File: src/rtl/cache_arbiter.sv
// Round-robin arbiter sharing one AXI-lite cache port between fetch (read-only) and data (r/w).
// Optional grant counters (stat_i_cnt, stat_d_cnt) are built when ARB_STATS_EN is defined.
module cache_arbiter #(
   parameter int unsigned ADDR_W = 32,
   parameter int unsigned DATA_W = 32
) (
   input  logic                clk,
   input  logic                rstn,
   input  logic [ADDR_W-1:0]   i_araddr,
   input  logic                i_arvalid,
   output logic                i_arready,
   output logic [DATA_W-1:0]   i_rdata,
   output logic [1:0]          i_rresp,
   output logic                i_rvalid,
   input  logic                i_rready,
   input  logic [ADDR_W-1:0]   d_araddr,
   input  logic                d_arvalid,
   output logic                d_arready,
   output logic [DATA_W-1:0]   d_rdata,
   output logic [1:0]          d_rresp,
   output logic                d_rvalid,
   input  logic                d_rready,
   input  logic [ADDR_W-1:0]   d_awaddr,
   input  logic                d_awvalid,
   output logic                d_awready,
   input  logic [DATA_W-1:0]   d_wdata,
   input  logic [DATA_W/8-1:0] d_wstrb,
   input  logic                d_wvalid,
   output logic                d_wready,
   output logic [1:0]          d_bresp,
   output logic                d_bvalid,
   input  logic                d_bready,
   output logic [ADDR_W-1:0]   c_araddr,
   output logic                c_arvalid,
   input  logic                c_arready,
   input  logic [DATA_W-1:0]   c_rdata,
   input  logic [1:0]          c_rresp,
   input  logic                c_rvalid,
   output logic                c_rready,
   output logic [ADDR_W-1:0]   c_awaddr,
   output logic                c_awvalid,
   input  logic                c_awready,
   output logic [DATA_W-1:0]   c_wdata,
   output logic [DATA_W/8-1:0] c_wstrb,
   output logic                c_wvalid,
   input  logic                c_wready,
   input  logic [1:0]          c_bresp,
   input  logic                c_bvalid,
   output logic                c_bready
`ifdef ARB_STATS_EN
   ,
   output logic [31:0]         stat_i_cnt,
   output logic [31:0]         stat_d_cnt
`endif
);

   localparam int unsigned STRB_W = DATA_W / 8;

   localparam logic [2:0] IDLE = 3'd0;
   localparam logic [2:0] CA   = 3'd1;
   localparam logic [2:0] CR   = 3'd2;
   localparam logic [2:0] UR   = 3'd3;
   localparam logic [2:0] CW   = 3'd4;
   localparam logic [2:0] CB   = 3'd5;
   localparam logic [2:0] UB   = 3'd6;

   logic [2:0]        state_q, state_d;
   logic              rr_q, rr_d;        // 1: data port has priority on the next contested grant
   logic              owner_q, owner_d;  // 1: current read belongs to the data port

   logic              i_arready_q, i_arready_d;
   logic [DATA_W-1:0] i_rdata_q, i_rdata_d;
   logic [1:0]        i_rresp_q, i_rresp_d;
   logic              i_rvalid_q, i_rvalid_d;

   logic              d_arready_q, d_arready_d;
   logic [DATA_W-1:0] d_rdata_q, d_rdata_d;
   logic [1:0]        d_rresp_q, d_rresp_d;
   logic              d_rvalid_q, d_rvalid_d;
   logic              d_wr_ready_q, d_wr_ready_d;
   logic [1:0]        d_bresp_q, d_bresp_d;
   logic              d_bvalid_q, d_bvalid_d;

   logic [ADDR_W-1:0] c_araddr_q, c_araddr_d;
   logic              c_arvalid_q, c_arvalid_d;
   logic              c_rready_q, c_rready_d;
   logic [ADDR_W-1:0] c_awaddr_q, c_awaddr_d;
   logic              c_awvalid_q, c_awvalid_d;
   logic [DATA_W-1:0] c_wdata_q, c_wdata_d;
   logic [STRB_W-1:0] c_wstrb_q, c_wstrb_d;
   logic              c_wvalid_q, c_wvalid_d;
   logic              c_bready_q, c_bready_d;

   logic              req_i, req_dw, req_dr, req_d, pick_i;

   always_comb begin
      req_i  = i_arvalid;
      req_dw = d_awvalid & d_wvalid;
      req_dr = d_arvalid;
      req_d  = req_dw | req_dr;
      pick_i = req_i & (~req_d | ~rr_q);

      state_d      = state_q;
      rr_d         = rr_q;
      owner_d      = owner_q;
      i_arready_d  = 1'b0;
      d_arready_d  = 1'b0;
      d_wr_ready_d = 1'b0;
      i_rdata_d    = i_rdata_q;
      i_rresp_d    = i_rresp_q;
      i_rvalid_d   = i_rvalid_q;
      d_rdata_d    = d_rdata_q;
      d_rresp_d    = d_rresp_q;
      d_rvalid_d   = d_rvalid_q;
      d_bresp_d    = d_bresp_q;
      d_bvalid_d   = d_bvalid_q;
      c_araddr_d   = c_araddr_q;
      c_arvalid_d  = c_arvalid_q;
      c_rready_d   = c_rready_q;
      c_awaddr_d   = c_awaddr_q;
      c_awvalid_d  = c_awvalid_q;
      c_wdata_d    = c_wdata_q;
      c_wstrb_d    = c_wstrb_q;
      c_wvalid_d   = c_wvalid_q;
      c_bready_d   = c_bready_q;

      case (state_q)
         IDLE: begin
            if (pick_i) begin
               i_arready_d = 1'b1;
               c_araddr_d  = i_araddr;
               c_arvalid_d = 1'b1;
               owner_d     = 1'b0;
               rr_d        = 1'b1;
               state_d     = CA;
            end else if (req_dw) begin
               d_wr_ready_d = 1'b1;
               c_awaddr_d   = d_awaddr;
               c_wdata_d    = d_wdata;
               c_wstrb_d    = d_wstrb;
               c_awvalid_d  = 1'b1;
               c_wvalid_d   = 1'b1;
               rr_d         = 1'b0;
               state_d      = CW;
            end else if (req_dr) begin
               d_arready_d = 1'b1;
               c_araddr_d  = d_araddr;
               c_arvalid_d = 1'b1;
               owner_d     = 1'b1;
               rr_d        = 1'b0;
               state_d     = CA;
            end
         end
         CA: begin
            if (c_arready) begin
               c_arvalid_d = 1'b0;
               c_rready_d  = 1'b1;
               state_d     = CR;
            end
         end
         CR: begin
            if (c_rvalid) begin
               c_rready_d = 1'b0;
               if (owner_q) begin
                  d_rdata_d  = c_rdata;
                  d_rresp_d  = c_rresp;
                  d_rvalid_d = 1'b1;
               end else begin
                  i_rdata_d  = c_rdata;
                  i_rresp_d  = c_rresp;
                  i_rvalid_d = 1'b1;
               end
               state_d = UR;
            end
         end
         UR: begin
            if (owner_q && d_rready) begin
               d_rvalid_d = 1'b0;
               state_d    = IDLE;
            end else if (!owner_q && i_rready) begin
               i_rvalid_d = 1'b0;
               state_d    = IDLE;
            end
         end
         CW: begin
            // Address and data handshakes complete independently, in any order.
            c_awvalid_d = c_awvalid_q & ~c_awready;
            c_wvalid_d  = c_wvalid_q & ~c_wready;
            if (!c_awvalid_d && !c_wvalid_d) begin
               c_bready_d = 1'b1;
               state_d    = CB;
            end
         end
         CB: begin
            if (c_bvalid) begin
               c_bready_d = 1'b0;
               d_bresp_d  = c_bresp;
               d_bvalid_d = 1'b1;
               state_d    = UB;
            end
         end
         UB: begin
            if (d_bready) begin
               d_bvalid_d = 1'b0;
               state_d    = IDLE;
            end
         end
         default: state_d = IDLE;
      endcase
   end

   always_ff @(posedge clk or negedge rstn) begin
      if (!rstn) begin
         state_q      <= IDLE;
         rr_q         <= 1'b0;
         owner_q      <= 1'b0;
         i_arready_q  <= 1'b0;
         i_rdata_q    <= '0;
         i_rresp_q    <= '0;
         i_rvalid_q   <= 1'b0;
         d_arready_q  <= 1'b0;
         d_rdata_q    <= '0;
         d_rresp_q    <= '0;
         d_rvalid_q   <= 1'b0;
         d_wr_ready_q <= 1'b0;
         d_bresp_q    <= '0;
         d_bvalid_q   <= 1'b0;
         c_araddr_q   <= '0;
         c_arvalid_q  <= 1'b0;
         c_rready_q   <= 1'b0;
         c_awaddr_q   <= '0;
         c_awvalid_q  <= 1'b0;
         c_wdata_q    <= '0;
         c_wstrb_q    <= '0;
         c_wvalid_q   <= 1'b0;
         c_bready_q   <= 1'b0;
      end else begin
         state_q      <= state_d;
         rr_q         <= rr_d;
         owner_q      <= owner_d;
         i_arready_q  <= i_arready_d;
         i_rdata_q    <= i_rdata_d;
         i_rresp_q    <= i_rresp_d;
         i_rvalid_q   <= i_rvalid_d;
         d_arready_q  <= d_arready_d;
         d_rdata_q    <= d_rdata_d;
         d_rresp_q    <= d_rresp_d;
         d_rvalid_q   <= d_rvalid_d;
         d_wr_ready_q <= d_wr_ready_d;
         d_bresp_q    <= d_bresp_d;
         d_bvalid_q   <= d_bvalid_d;
         c_araddr_q   <= c_araddr_d;
         c_arvalid_q  <= c_arvalid_d;
         c_rready_q   <= c_rready_d;
         c_awaddr_q   <= c_awaddr_d;
         c_awvalid_q  <= c_awvalid_d;
         c_wdata_q    <= c_wdata_d;
         c_wstrb_q    <= c_wstrb_d;
         c_wvalid_q   <= c_wvalid_d;
         c_bready_q   <= c_bready_d;
      end
   end

   assign i_arready = i_arready_q;
   assign i_rdata   = i_rdata_q;
   assign i_rresp   = i_rresp_q;
   assign i_rvalid  = i_rvalid_q;
   assign d_arready = d_arready_q;
   assign d_rdata   = d_rdata_q;
   assign d_rresp   = d_rresp_q;
   assign d_rvalid  = d_rvalid_q;
   assign d_awready = d_wr_ready_q;
   assign d_wready  = d_wr_ready_q;
   assign d_bresp   = d_bresp_q;
   assign d_bvalid  = d_bvalid_q;
   assign c_araddr  = c_araddr_q;
   assign c_arvalid = c_arvalid_q;
   assign c_rready  = c_rready_q;
   assign c_awaddr  = c_awaddr_q;
   assign c_awvalid = c_awvalid_q;
   assign c_wdata   = c_wdata_q;
   assign c_wstrb   = c_wstrb_q;
   assign c_wvalid  = c_wvalid_q;
   assign c_bready  = c_bready_q;

`ifdef ARB_STATS_EN
   logic [31:0] stat_i_q, stat_d_q;
   logic        grant_any, grant_i, grant_d;

   always_comb begin
      grant_any = (state_q == IDLE) && (state_d != IDLE);
      grant_i   = grant_any && (state_d == CA) && !owner_d;
      grant_d   = grant_any && !grant_i;
   end

   always_ff @(posedge clk or negedge rstn) begin
      if (!rstn) begin
         stat_i_q <= '0;
         stat_d_q <= '0;
      end else begin
         if (grant_i && (stat_i_q != 32'hFFFF_FFFF)) stat_i_q <= stat_i_q + 32'd1;
         if (grant_d && (stat_d_q != 32'hFFFF_FFFF)) stat_d_q <= stat_d_q + 32'd1;
      end
   end

   assign stat_i_cnt = stat_i_q;
   assign stat_d_cnt = stat_d_q;
`endif

endmodule

File: config.mk
export PLATFORM = sky130hd
export DESIGN_NAME = cache_arbiter
export DESIGN_NICKNAME = d
export VERILOG_FILES = /design/src/rtl/cache_arbiter.sv
export SDC_FILE = /design/constraint.sdc
export NUM_CORES = 1
export LEC_CHECK = 0
export ABC_AREA = 1
export CELL_PAD_IN_SITES_DETAIL_PLACEMENT = 0
export CELL_PAD_IN_SITES_GLOBAL_PLACEMENT = 1
export CORE_MARGIN = 3
export CORE_UTILIZATION = 32
export CTS_BUF_LIST = sky130_fd_sc_hd__clkbuf_8 sky130_fd_sc_hd__clkbuf_16
export DETAILED_ROUTE_END_ITERATION = 16
export PLACE_DENSITY_LB_ADDON = 0.1
export SETUP_SLACK_MARGIN = 0.3
export SYNTH_ARGS = -nofsm -noshare
export SYNTH_HDL_FRONTEND = slang
export SYNTH_SLANG_ARGS = --single-unit
File: constraint.sdc
create_clock -name clk -period 2.55 [get_ports clk]
set_clock_uncertainty 0.1 [all_clocks]
set_input_delay 0.3825 -clock clk [delete_from_list [all_inputs] [get_ports clk]]
set_output_delay 0.3825 -clock clk [all_outputs]
set_load 0.1 [all_outputs]
==> results of run 1 <==
-- stage by stage --
stage               hold WS [ps]  utilization (%)
CTS                          355             50.4
finish                       376             50.4
global route                 358             50.4
floorplan                  -13.1                -
global placement             335             47.9
detailed placement           333             47.9
-- registers in the layout, indices dropped and copies added (netlist names), 2 cells and up --
signal	count
state_q	3
c_araddr	32
c_awaddr	32
c_wdata	32
d_rresp	2
i_rresp	2
c_wstrb	4
d_rdata	32
d_bresp	2
i_rdata	32
-- cell type report --
| type | instances | area, um^2 |
|---|---|---|
| Clock buffer | 18 | 439 |
| Inverter | 60 | 228 |
| Tap cell | 319 | 399 |
| Clock inverter | 14 | 131 |
| Timing Repair Buffer | 386 | 3440 |
| Sequential cell | 186 | 4650 |
| Multi-Input combinational cell | 635 | 2700 |
| Fill cell | 2369 | 11800 |
-- worst max-delay path, cell delays in order --
cell,delay [ps]
clkdlybuf4s50_1,460
nand2_1,110
nand2_1,110
nand2_2,170
nand3_2,150
nand2_4,60
inv_2,430
nand2_1,110
nand2_1,80
-- routing by layer --
layer  vias up  track usage [%]  share of wire (%)  wire length (um)
met1      3174             23.1                 41             10300
met4         2             5.11                1.7               427
met3        28             6.38                8.2              2050
li1       3576                -                  -                 -
met5         -                0              0.048                12
met2       246             31.3                 49             12100
-- worst min path at each step --
stage	from	endpoint	slack [ps]
final	c_araddr[7]$_DFFE_PN0P_	c_araddr[7]$_DFFE_PN0P_	380
after floorplan	rstn	c_araddr[0]$_DFFE_PN0P_	-10
after detailed placement	rstn	d_rresp[1]$_DFFE_PN0P_	330
after global routing	d_wdata[13]	c_wdata[13]$_DFFE_PN0P_	360
after CTS	d_wdata[13]	c_wdata[13]$_DFFE_PN0P_	350
after global placement	rstn	d_rresp[1]$_DFFE_PN0P_	340
-- synth_stat cells, types with 6 or more instances --
library cell  number
inv_2              7
o21ai_1           14
nand2_1          472
nand3_1           45
buf_2             10
dfrtp_1          186
inv_1             52
buf_6              8
nor2_1            17
buf_4              6
clkbuf_1          23
o21ai_0           57
-- logic make-up after synthesis --
| logic type | after synthesis | share of synthesized area (%) |
|---|---|---|
| AOI/OAI and AO/OA | 82 | 5.53 |
| buffers and inverters | 108 | 6.40 |
| DFF | 186 | 59.2 |
| muxes | 2 | 0.287 |
| and+or+nand+nor | 551 | 28.5 |
-- repair_timing --
action	CTS	global route
hold endpoints to repair	61	0
buffers inserted	0	0
hold buffers	1	0
==> impl_results.md, run 1 <==
- Number of enable flip-flop cells after synthesis: 0
- CTS tree: done
- Distinct cells, synth: 28
- Overflow left after global routing: 0
- Number of global-route vias before repair: 6960
- Wire length of the first global-routing pass: 38800 um
- Slew headroom: 60.6%
- Area added between synthesis and finish: 52.7%
- Total Neg Setup Slack: 0 ps
- Unrepaired setup endpoints after global routing: false
- Placement-stage worst setup slack: 239 ps
- Launching instance or port of the critical path: d_awvalid
- Routability-driven placement congestion ratio: 0.770
- Root Buffer: clkbuf_16
- Max Slew Vio Count: 0
- Layout cell share with drive strength beyond 1: 20.4%
- Synthesized area divided by synthesized cell count: 8.46 um^2
- Leading area contributor after synthesis: dfrtp_1
- Quantity of gates resized following cts: 0
- Ranking of synthesized cells by area: dfrtp_1 (59%), nand2_1 (23%), o21ai_0 (3.6%)
- Dominant synthesized flop cell: dfrtp_1
- Routed length per placed instance: 15.4 um
- Total wirelength of the detailed-routed design: 24900 um
- Final HPWL DP: 18400 um
- Starting density of the core: 33.0%
- Number of violations of the max-capacitance limit: 0
- Worst hold stages: 2
- Via count: 7026
- Post-route DRC: 0
- Setup slack on the worst flop-to-flop path: 730 ps
- Number of DRC markers in iteration 0: 472
- CP Class: in2reg
- Input/output buffers: 363
- Gate count of the mapped netlist: 929
- Antenna violations before repair: 1
- Leading cell types in the layout, fill and taps excluded: nand2_1 (472), buf_4 (197), dfrtp_1 (186), clkdlybuf4s50_1 (180), o21ai_0 (57)
- Global Route Usage Sum: 18.7%
- Class of the tightest hold or removal check: reg2reg
- Final critical-path required period: 1820 ps
- Run status: finished, final reports clean
- TritonCTS sink count: 186
- Number of antenna diodes: 0
- Cts bufs inserted: 17
- Post-Syn Nets: 1111
- Number of cells after detailed placement: 1585
- Number of H-tree branching levels: 4
- Via-per-instance ratio: 4.34
- Final worst-path cycle share: 71.5%
- Number of search-and-repair iterations in the first detailed-routing pass: 5
- Kind of start point of the critical path: input pin
- Maximum net fanout on the critical path: 33
- Overall die area: 0.0265 mm^2
- Flip-flop and latch count after synthesis: 186
- CP Data Required Time: 2810 ps
- Chip Width: 163 um
- Start of the worst register-to-register path: state_q[2]$_DFFE_PN0P_
- FFs w/ async S/R, synth: 100%
- Fraction of post-synthesis cell area in the top cell type by area: 59.2%
- Number of nets in the finished design: 1468
- Reg2reg path depth: 9
- Height of the chip: 163 um
- Setup slack after layout: 726 ps
- Final antenna-violating net count: 0
- Arrival time at the worst endpoint: 2090 ps
- IO Pins: 364
- Termination of the worst setup path: c_araddr[20]$_DFFE_PN0P_
- Final setup viols: 0
- Part of the Yosys area used for sequential elements: 59.2%
- Number of buffers on the longest clock path: 2
- Clock Latency Late Sink: 420 ps
- Area after DPL: 0.0114 mm^2
- Area of the core region: 0.0238 mm^2
- Post-synth design cell area: 0.00786 mm^2
- Endpoint kind of the worst setup timing path: flip-flop
- Final Hold Viols: 0
- Tightest Pin Transition: 590 ps
- Reg-to-reg endpoint: c_araddr[20]$_DFFE_PN0P_
- Peak clock frequency supported by timing: 0.548 GHz
- Clock slew at reported path FFs: 70 ps
- Filler-free cell count of the finished design: 1618
- Finished layout cell area: 0.0120 mm^2
- Maximum number of pins on one net before global-route repair: 71
- Number of warnings printed during yosys synthesis: 0
- Most common cell after layout, fill and taps aside: nand2_1
- Row count: 56
Power of run 1 is not shown: default switching activity piles up to over one toggle a cycle in this logic, so the estimate is an artifact.
==> run 2: changes to the inputs <==
Settings changed: CORE_UTILIZATION 32 to 29.
Clock period 2.55 ns to 1.7 ns, I/O delays scaled along.
==> run 2 against run 1 <==
  * Flip-flop and latch count did not move
  * Critical path depth did not move
  * Die area rose by 10%
  * Non-clock buffer count rose by 138
  * Utilization rose by 12 points
==> impl_results.md, run 2 (same netlist as run 1, synthesis figures left out) <==
- Run status: finished, final reports clean
- Maximum number of pins on one net before global-route repair: 68
- Antenna violations before repair: 1
- Chip Width: 171 um
- Final setup viols: 0
- Unrepaired setup endpoints after global routing: true
- Total wirelength of the detailed-routed design: 29500 um
- Class of the tightest hold or removal check: in2async
- Routed length per placed instance: 16.6 um
- Routability-driven placement congestion ratio: 0.810
- Number of buffers on the longest clock path: 2
- Final worst-path cycle share: 94.6%
- Delay of the slowest cell on the worst path: 420 ps
- Row count: 59
- CTS tree: done
- Height of the chip: 171 um
- Clock slew at reported path FFs: 80 ps
- Layout cell share with drive strength beyond 1: 37.7%
- Wire length of the first global-routing pass: 43000 um
- CP Data Required Time: 1900 ps
- Number of H-tree branching levels: 4
- Number of search-and-repair iterations in the first detailed-routing pass: 4
- Overall die area: 0.0291 mm^2
- Final Hold Viols: 0
- Number of nets in the finished design: 1607
- Arrival time at the worst endpoint: 1810 ps
- Starting density of the core: 29.8%
- Standard cell with the maximum stage delay on the critical path: dfrtp_1
- Setup slack after layout: 91.7 ps
- IO Pins: 364
- Most common cell after layout, fill and taps aside: nand2_1
- Leading cell types in the layout, fill and taps excluded: nand2_1 (378), buf_12 (203), clkdlybuf4s50_1 (180), dfrtp_1 (166), buf_4 (102)
- Number of violations of the max-capacitance limit: 0
- Endpoint kind of the worst setup timing path: flip-flop
- Slew headroom: 71.1%
- Area added between synthesis and finish: 109%
- Number of DRC markers in iteration 0: 349
- TritonCTS sink count: 186
- Clock Latency Late Sink: 420 ps
- Chain of cells forming the critical path: buf_12 > nor2_8 > nand2_4 > inv_4 > nand3_4 > buf_12 > clkbuf_16 > nand2_1 > o21ai_0
- Peak clock frequency supported by timing: 0.622 GHz
- Gate family responsible for the most delay along the worst path: buffers and inverters
- Via count: 7857
- Number of global-route vias before repair: 7764
- Most Frequent Cell on Critical Path: buf_12
- Cts bufs inserted: 17
- Final critical-path required period: 1610 ps
- Global Route Usage Sum: 18.8%
- Input/output buffers: 363
- Post-route DRC: 0
- Root Buffer: clkbuf_16
- Kind of start point of the critical path: flip-flop
- CP Class: reg2reg
- Buffers and inverters on the worst path: 4
- Overflow left after global routing: 0
- Max Slew Vio Count: 0
- Final HPWL DP: 20100 um
- Maximum net fanout on the critical path: 9
- Placement-stage worst setup slack: -267 ps
- Final antenna-violating net count: 0
- Via-per-instance ratio: 4.43
- Tightest Pin Transition: 433 ps
- Area of the core region: 0.0264 mm^2
-- run 2: changes by cell type in the layout (fill, tap and decap cells not counted), moves of 9 or more --
cell	change
dfrtp_1	-20
nor2_1	-10
buf_4	-95
clkbuf_16	+9
nand2_4	+28
o21ai_0	-19
dfrtp_2	+20
o21ai_1	+15
nand2_1	-94
nand2_2	+66
buf_12	+196
buf_6	+21
-- run 2: layout make-up --
class                           count  area (um^2)
Fill cell                        2178         9910
Tap cell                          335          419
Inverter                           60          245
Clock inverter                     13          150
Antenna cell                        1         2.50
Clock buffer                       18          439
Timing Repair Buffer              524         7280
Sequential cell                   186         4680
Multi-Input combinational cell    636         3220
-- run 2: path summary, 6_finish.rpt --
path	slack, ps	from	depth (start not counted)	endpoint
max reg2reg	90	state_q[2]$_DFFE_PN0P_	9	d_rdata[15]$_DFFE_PN0P_
min in group clk	250	d_wdata[17]	3	c_wdata[17]$_DFFE_PN0P_
max in group asynchronous	810	rstn	3	c_wdata[10]$_DFFE_PN0P_
min	90	rstn	2	d_rdata[1]$_DFFE_PN0P_
max	90	state_q[2]$_DFFE_PN0P_	9	d_rdata[15]$_DFFE_PN0P_
min reg2reg	430	c_awaddr[21]$_DFFE_PN0P_	2	c_awaddr[21]$_DFFE_PN0P_
-- run 2: through the flow --
stage | setup TNS [ps] | util [%] | hold WS, ps | instances | instance area (um^2)
3_3_place_gp | -17690 | 53.3 | -21.1 | 1623 | 14000
5_1_grt | 0 | 62.4 | 66.0 | 1773 | 16400
2_1_floorplan | 0 | - | -141 | 929 | 7910
6_report | 0 | 62.4 | 90.2 | 1773 | 16400
4_1_cts | 0 | 58.2 | 67.5 | 1704 | 15300
3_5_place_dp | -22150 | 53.3 | -22.4 | 1623 | 14000
-- run 2: timing repair --
| item | 4_1_cts | 5_1_grt |
|---|---|---|
| hold endpoints to repair | 186 | 0 |
| cloned | 5 | 12 |
| setup buffers | 44 | 56 |
| setup endpoints to repair | 327 | 363 |
| resized for setup | 84 | 142 |
| hold buffers | 1 | 0 |
| pin swaps | 31 | 41 |
-- run 2: layer usage --
metal,up-vias,wire length [um],GRT usage (%)
li1,3864,-,-
met1,3689,11700,22.9
met2,270,14800,31.4
met3,34,2370,6.59
met4,0,671,5.75
met5,-,0,0
Power of run 2 is left out for the same reason.
==> RTL edit 1: new RTL, settings of run 1 <==
Change the parameter `DATA_W` from 32 to 64.
--- a/src/rtl/cache_arbiter.sv
+++ b/src/rtl/cache_arbiter.sv
@@ -4,3 +4,3 @@
    parameter int unsigned ADDR_W = 32,
-   parameter int unsigned DATA_W = 32
+   parameter int unsigned DATA_W = 64
 ) (
Interface: changed (7 resized); port bits go from 364 to 532. The function was not compared with the original's and may differ.
==> RTL edit 1 against run 1 <==
Cell count is 40% higher. Critical path type is now reg2reg. Count of clock-buffer cells in the layout grew 26. Non-clock buffer count is 165 higher. Area after synthesis increased by 47%. Design area rose by 47%. Sequential cell count rose by 100. Maximum frequency down 8.3%. Worst setup slack got worse by 0.17 ns. Die area up 45%. Wire length is 60% higher. First-iteration DRC count up 17%. Hold slack got worse by 0.15 ns.
Power is not shown: default switching activity piles up to over one toggle a cycle in this logic, so the estimate is an artifact.
==> RTL edit 1: results (changes against run 1) <==
run_status:
  status: "complete, no violations"
placed_design:
  routabilityCongestion: 0.7939  # +3.1%
  dp_hpwl_um: 29620  # +61%
  portBuffers: 531  # +46%
global_routing:
  grt_max_degree: 101  # +42%
  antenna_found_initial: 0  # -1
  grtUsageTotal_pct: 20.09  # +1.4 points
  first_global_vias: 10250  # +47%
  grt_pass1_wl_um: 60600  # +56%
setup_path:
  critPathTopFamily: "buffers and inverters"
  max_stage_delay_ns: 0.59  # +0.13 ns
  crit_fanout: 70  # +110%
  worstPathArrival_ns: 2.24  # +0.15 ns
  worst_path_max_delay_cell: "buf_4"
synth:
  ys_top_cells_by_count: "nand2_1 (582), dfrtp_1 (286), inv_1 (114)"
  ys_types: 29  # +3.6%
  synth_mux_area_share_pct: 0.1948  # -0.092 points
  ys.flop_type: "dfrtp_1"
  synthXorXnorAreaFrac_pct: 0  # unchanged
  ys_top_cells_by_area: "dfrtp_1 (62%), nand2_1 (19%), o21ai_1 (4.3%)"
  async_reset_ff_share_pct: 100.0  # unchanged
  synth_fa_ha_area_share_pct: 0  # unchanged
  synth-compound-area-share_pct: 8.963  # +3.4 points
  ys_warn_count: 0  # unchanged
  yosysSeqAreaShare_pct: 61.92  # +2.7 points
  synthesis.nets: 1521  # +37%
hold_path:
  hp-class: "in2async"
clock_tree:
  numCtsBuffers: 34  # +17
  clockBufferDepth: 3  # +1
  postCtsSetupRepairBufs: 0  # unchanged
  path_clk_slew_ns: 0.06
  clk_root_buffer_cell: "clkbuf_16"
  clk_latency_ns: 0.50  # +0.08 ns
  ctsResizeCount: 0  # unchanged
  cts_hold_buf: 1  # unchanged
  cts_max_level: 2  # -2
sta:
  tightestPinTransition_ns: 0.7594  # +0.1694 ns
drt:
  drt_iter0_markers: 550  # +17%
  drt-met1-wl_um: 15310  # +49%
  vias_per_cell: 4.436  # +2.2%
  topRoutingLayerUsed: "met4"
  wl_met3_um: 3754  # +84%
  firstDrtPassIters: 4  # -1
  met2_length_um: 19930  # +64%
  totalWireLength_um: 39800  # +60%
finish:
  drive_gt1_share_pct: 21.18  # +0.78 points
  nets: 2043  # +39%
  antenna_cells: 0  # unchanged
-- RTL edit 1: path summary, 6_finish.rpt --
| kind | start | end | slack [ns] | cells after the start |
|---|---|---|---|---|
| worst max-delay path | state_q[1] | d_rdata[12] | 0.56 | 7 |
| worst min-delay path | rstn | i_rdata[51] | 0.23 | 2 |
| worst max register to register | state_q[1] | d_rdata[12] | 0.56 | 7 |
| worst min register to register | rr_q | rr_q | 0.38 | 2 |
| max in group asynchronous | rstn | c_wdata[43] | 1.40 | 3 |
| min in group clk | d_wstrb[7] | c_wstrb[7] | 0.31 | 3 |
-- RTL edit 1: cell type report --
type | count | area, µm²
multi-input cells | 800 | 3492
flip-flops and latches | 286 | 7157
clock buffers | 44 | 1022
fillers | 3376 | 17380
clock inverters | 17 | 65.06
well taps | 455 | 569.3
repair buffers | 551 | 4917
inverters | 120 | 451.7
-- RTL edit 1: cells by family (layout without fill, tap and decap cells) --
kind of cell / count (synthesis) / in the layout
and+or+nand+nor: 624 / 624
DFF: 286 / 286
buffers and inverters: 185 / 732
AOI/OAI and AO/OA: 174 / 174
muxes: 2 / 2
-- RTL edit 1: worst reg2reg max path, stage by stage (launching register included) --
cell and delay [ns]:
dfrtp_1 0.47, inv_2 0.13, nor2_4 0.05, nand2_2 0.11, clkinv_2 0.10, nand3_4 0.07, buf_4 0.59, o21ai_0 0.21
-- RTL edit 1: through the flow --
stage / cells / setup slack, ns / instance area, µm² / hold WS [ns]
6_report: 2273 / 0.5606 / 17670 / 0.2282
5_1_grt: 2273 / 0.3687 / 17670 / 0.2314
3_3_place_gp: 2211 / 0.2824 / 16580 / 0.1639
2_1_floorplan: 1271 / 0.7435 / 11560 / -0.01309
4_1_cts: 2273 / 0.5359 / 17670 / 0.2185
3_5_place_dp: 2211 / 0.2568 / 16580 / 0.1615
-- RTL edit 1: per-layer routing --
metal,vias up,track usage (%)
met1,4706,24.06
met2,350,34.90
met3,49,6.732
met5,-,0
li1,4978,-
met4,0,5.044
==> RTL edit 2: new RTL, settings of run 1 <==
Without the edit above. Take the reset off `c_araddr_q` and load it in a clocked block of its own.
--- a/src/rtl/cache_arbiter.sv
+++ b/src/rtl/cache_arbiter.sv
@@ -227,3 +227,2 @@
          d_bvalid_q   <= 1'b0;
-         c_araddr_q   <= '0;
          c_arvalid_q  <= 1'b0;
@@ -251,3 +250,2 @@
          d_bvalid_q   <= d_bvalid_d;
-         c_araddr_q   <= c_araddr_d;
          c_arvalid_q  <= c_arvalid_d;
@@ -261,2 +259,6 @@
       end
+   end
+
+   always_ff @(posedge clk) begin
+      c_araddr_q <= c_araddr_d;
    end
Function: changed (Yosys sat finds a counterexample within 4 cycles, from zero or initial values and one cycle with rstn low).
==> RTL edit 2 against run 1 <==
Sequential cell count stayed put. Core utilization up 0.49 points. First-iteration DRC count shrank 32%. Design area down 3.7%. Area after synthesis fell by 5.7%. Wire length down 7.2%. Worst setup slack lost 0.25 ns. Count of clock-buffer cells in the layout unchanged. Critical path type is now reg2reg. Critical endpoint is now c_araddr[2].
Power is left out: the tool's default activity adds up to more than one toggle a clock period on the data nets, which glitch-free logic cannot reach.
==> RTL edit 2: results (changes against run 1) <==
finish:
  multi_input_comb_cells: 463  # -27%
  clock_area_share_pct: 5.093  # +0.34 points
  buffer_area_share_pct: 29.33  # +0.62 points
  n_sequential_cell: 186  # unchanged
  multi_input_area_share_pct: 18.80  # -3.7 points
  nFillCells: 2175  # -8.2%
run_status:
  status: "complete, no violations"
synth:
  syn_avg_cell_area_um2: 9.963  # +18%
  async_reset_ff_share_pct: 82.80  # -17 points
  yosysSeqAreaShare_pct: 64.96  # +5.7 points
  synthesis.nets: 926  # -17%
  ys_top_cells_by_area: "dfrtp_1 (52%), nand2_1 (16%), edfxtp_1 (13%)"
  synth_edf_count: 32  # +32
placed_design:
  routabilityCongestion: 0.7777  # +1.0%
  dp_hpwl_um: 17110  # -7.0%
  place_area_um2: 10950  # -4.1%
sta:
  max_slew_margin_pct: 65.70  # +5.1 points
setup_path:
  crit_fanout: 25  # -24%
  worst_path_max_delay_cell: "dfrtp_1"
  max_stage_delay_ns: 0.50  # +0.04 ns
  worstPathArrival_ns: 2.11  # +0.02 ns
drt:
  vias: 6139  # -13%
  firstDrtPassIters: 4  # -1
global_routing:
  grt_max_degree: 70  # -1.4%
hold_path:
  hp-class: "in2async"
==> RTL edit 2: changes by cell type in the layout (fill, tap and decap cells not counted), sizes merged, moves of 2 or more <==
cell      change
a21oi         -4
nand3        -28
edfxtp       +32
nand2       -164
buf           -8
inv           +2
o21ai         -3
clkinvlp      -3
a22oi         +2
mux2         +30
dfrtp        -32
nor2          -4
nor3          -2
==> RTL edit 2: what timing repair did <==
item | CTS | global route
hold buffers | 1 | 0
setup buffers | 0 | 0
hold endpoints to repair | 39 | 0
==> RTL edit 2: metrics by stage <==
stage | setup WS (ns) | std cells | hold WS, ns
5_1_grt | 0.3881 | 1403 | 0.3758
2_1_floorplan | 0.5582 | 744 | -0.01309
3_5_place_dp | 0.2979 | 1370 | 0.2515
3_3_place_gp | 0.3346 | 1370 | 0.2539
4_1_cts | 0.4609 | 1403 | 0.3547
6_report | 0.4731 | 1403 | 0.3683
==> RTL edit 2: per-layer routing <==
layer	part of all wire, %	track usage [%]	routed length (µm)	vias up
li1	-	-	-	3070
met1	40	21.21	9224	2816
met2	49	30.16	11360	231
met3	9.5	6.260	2183	22
met4	1.4	5.080	326	0
met5	0	0	0	-
==> RTL edit 2: kinds of logic (layout without fill, tap and decap cells) <==
group	after synthesis	in the layout
compound gates	79	79
buf+inv	95	469
flops	186	186
mux	32	32
simple gates	352	352
==> RTL edit 2: path summary, 6_finish.rpt <==
check	slack, ns	to	cells after the start	startpoint
max in group asynchronous	1.33	c_wstrb[0]	3	rstn
min in group clk	0.38	d_rvalid	2	d_rvalid
max reg2reg	0.47	c_araddr[2]	6	state_q[0]
min reg2reg	0.38	d_rvalid	2	d_rvalid
max	0.47	c_araddr[2]	6	state_q[0]
min	0.37	d_bresp[0]	2	rstn
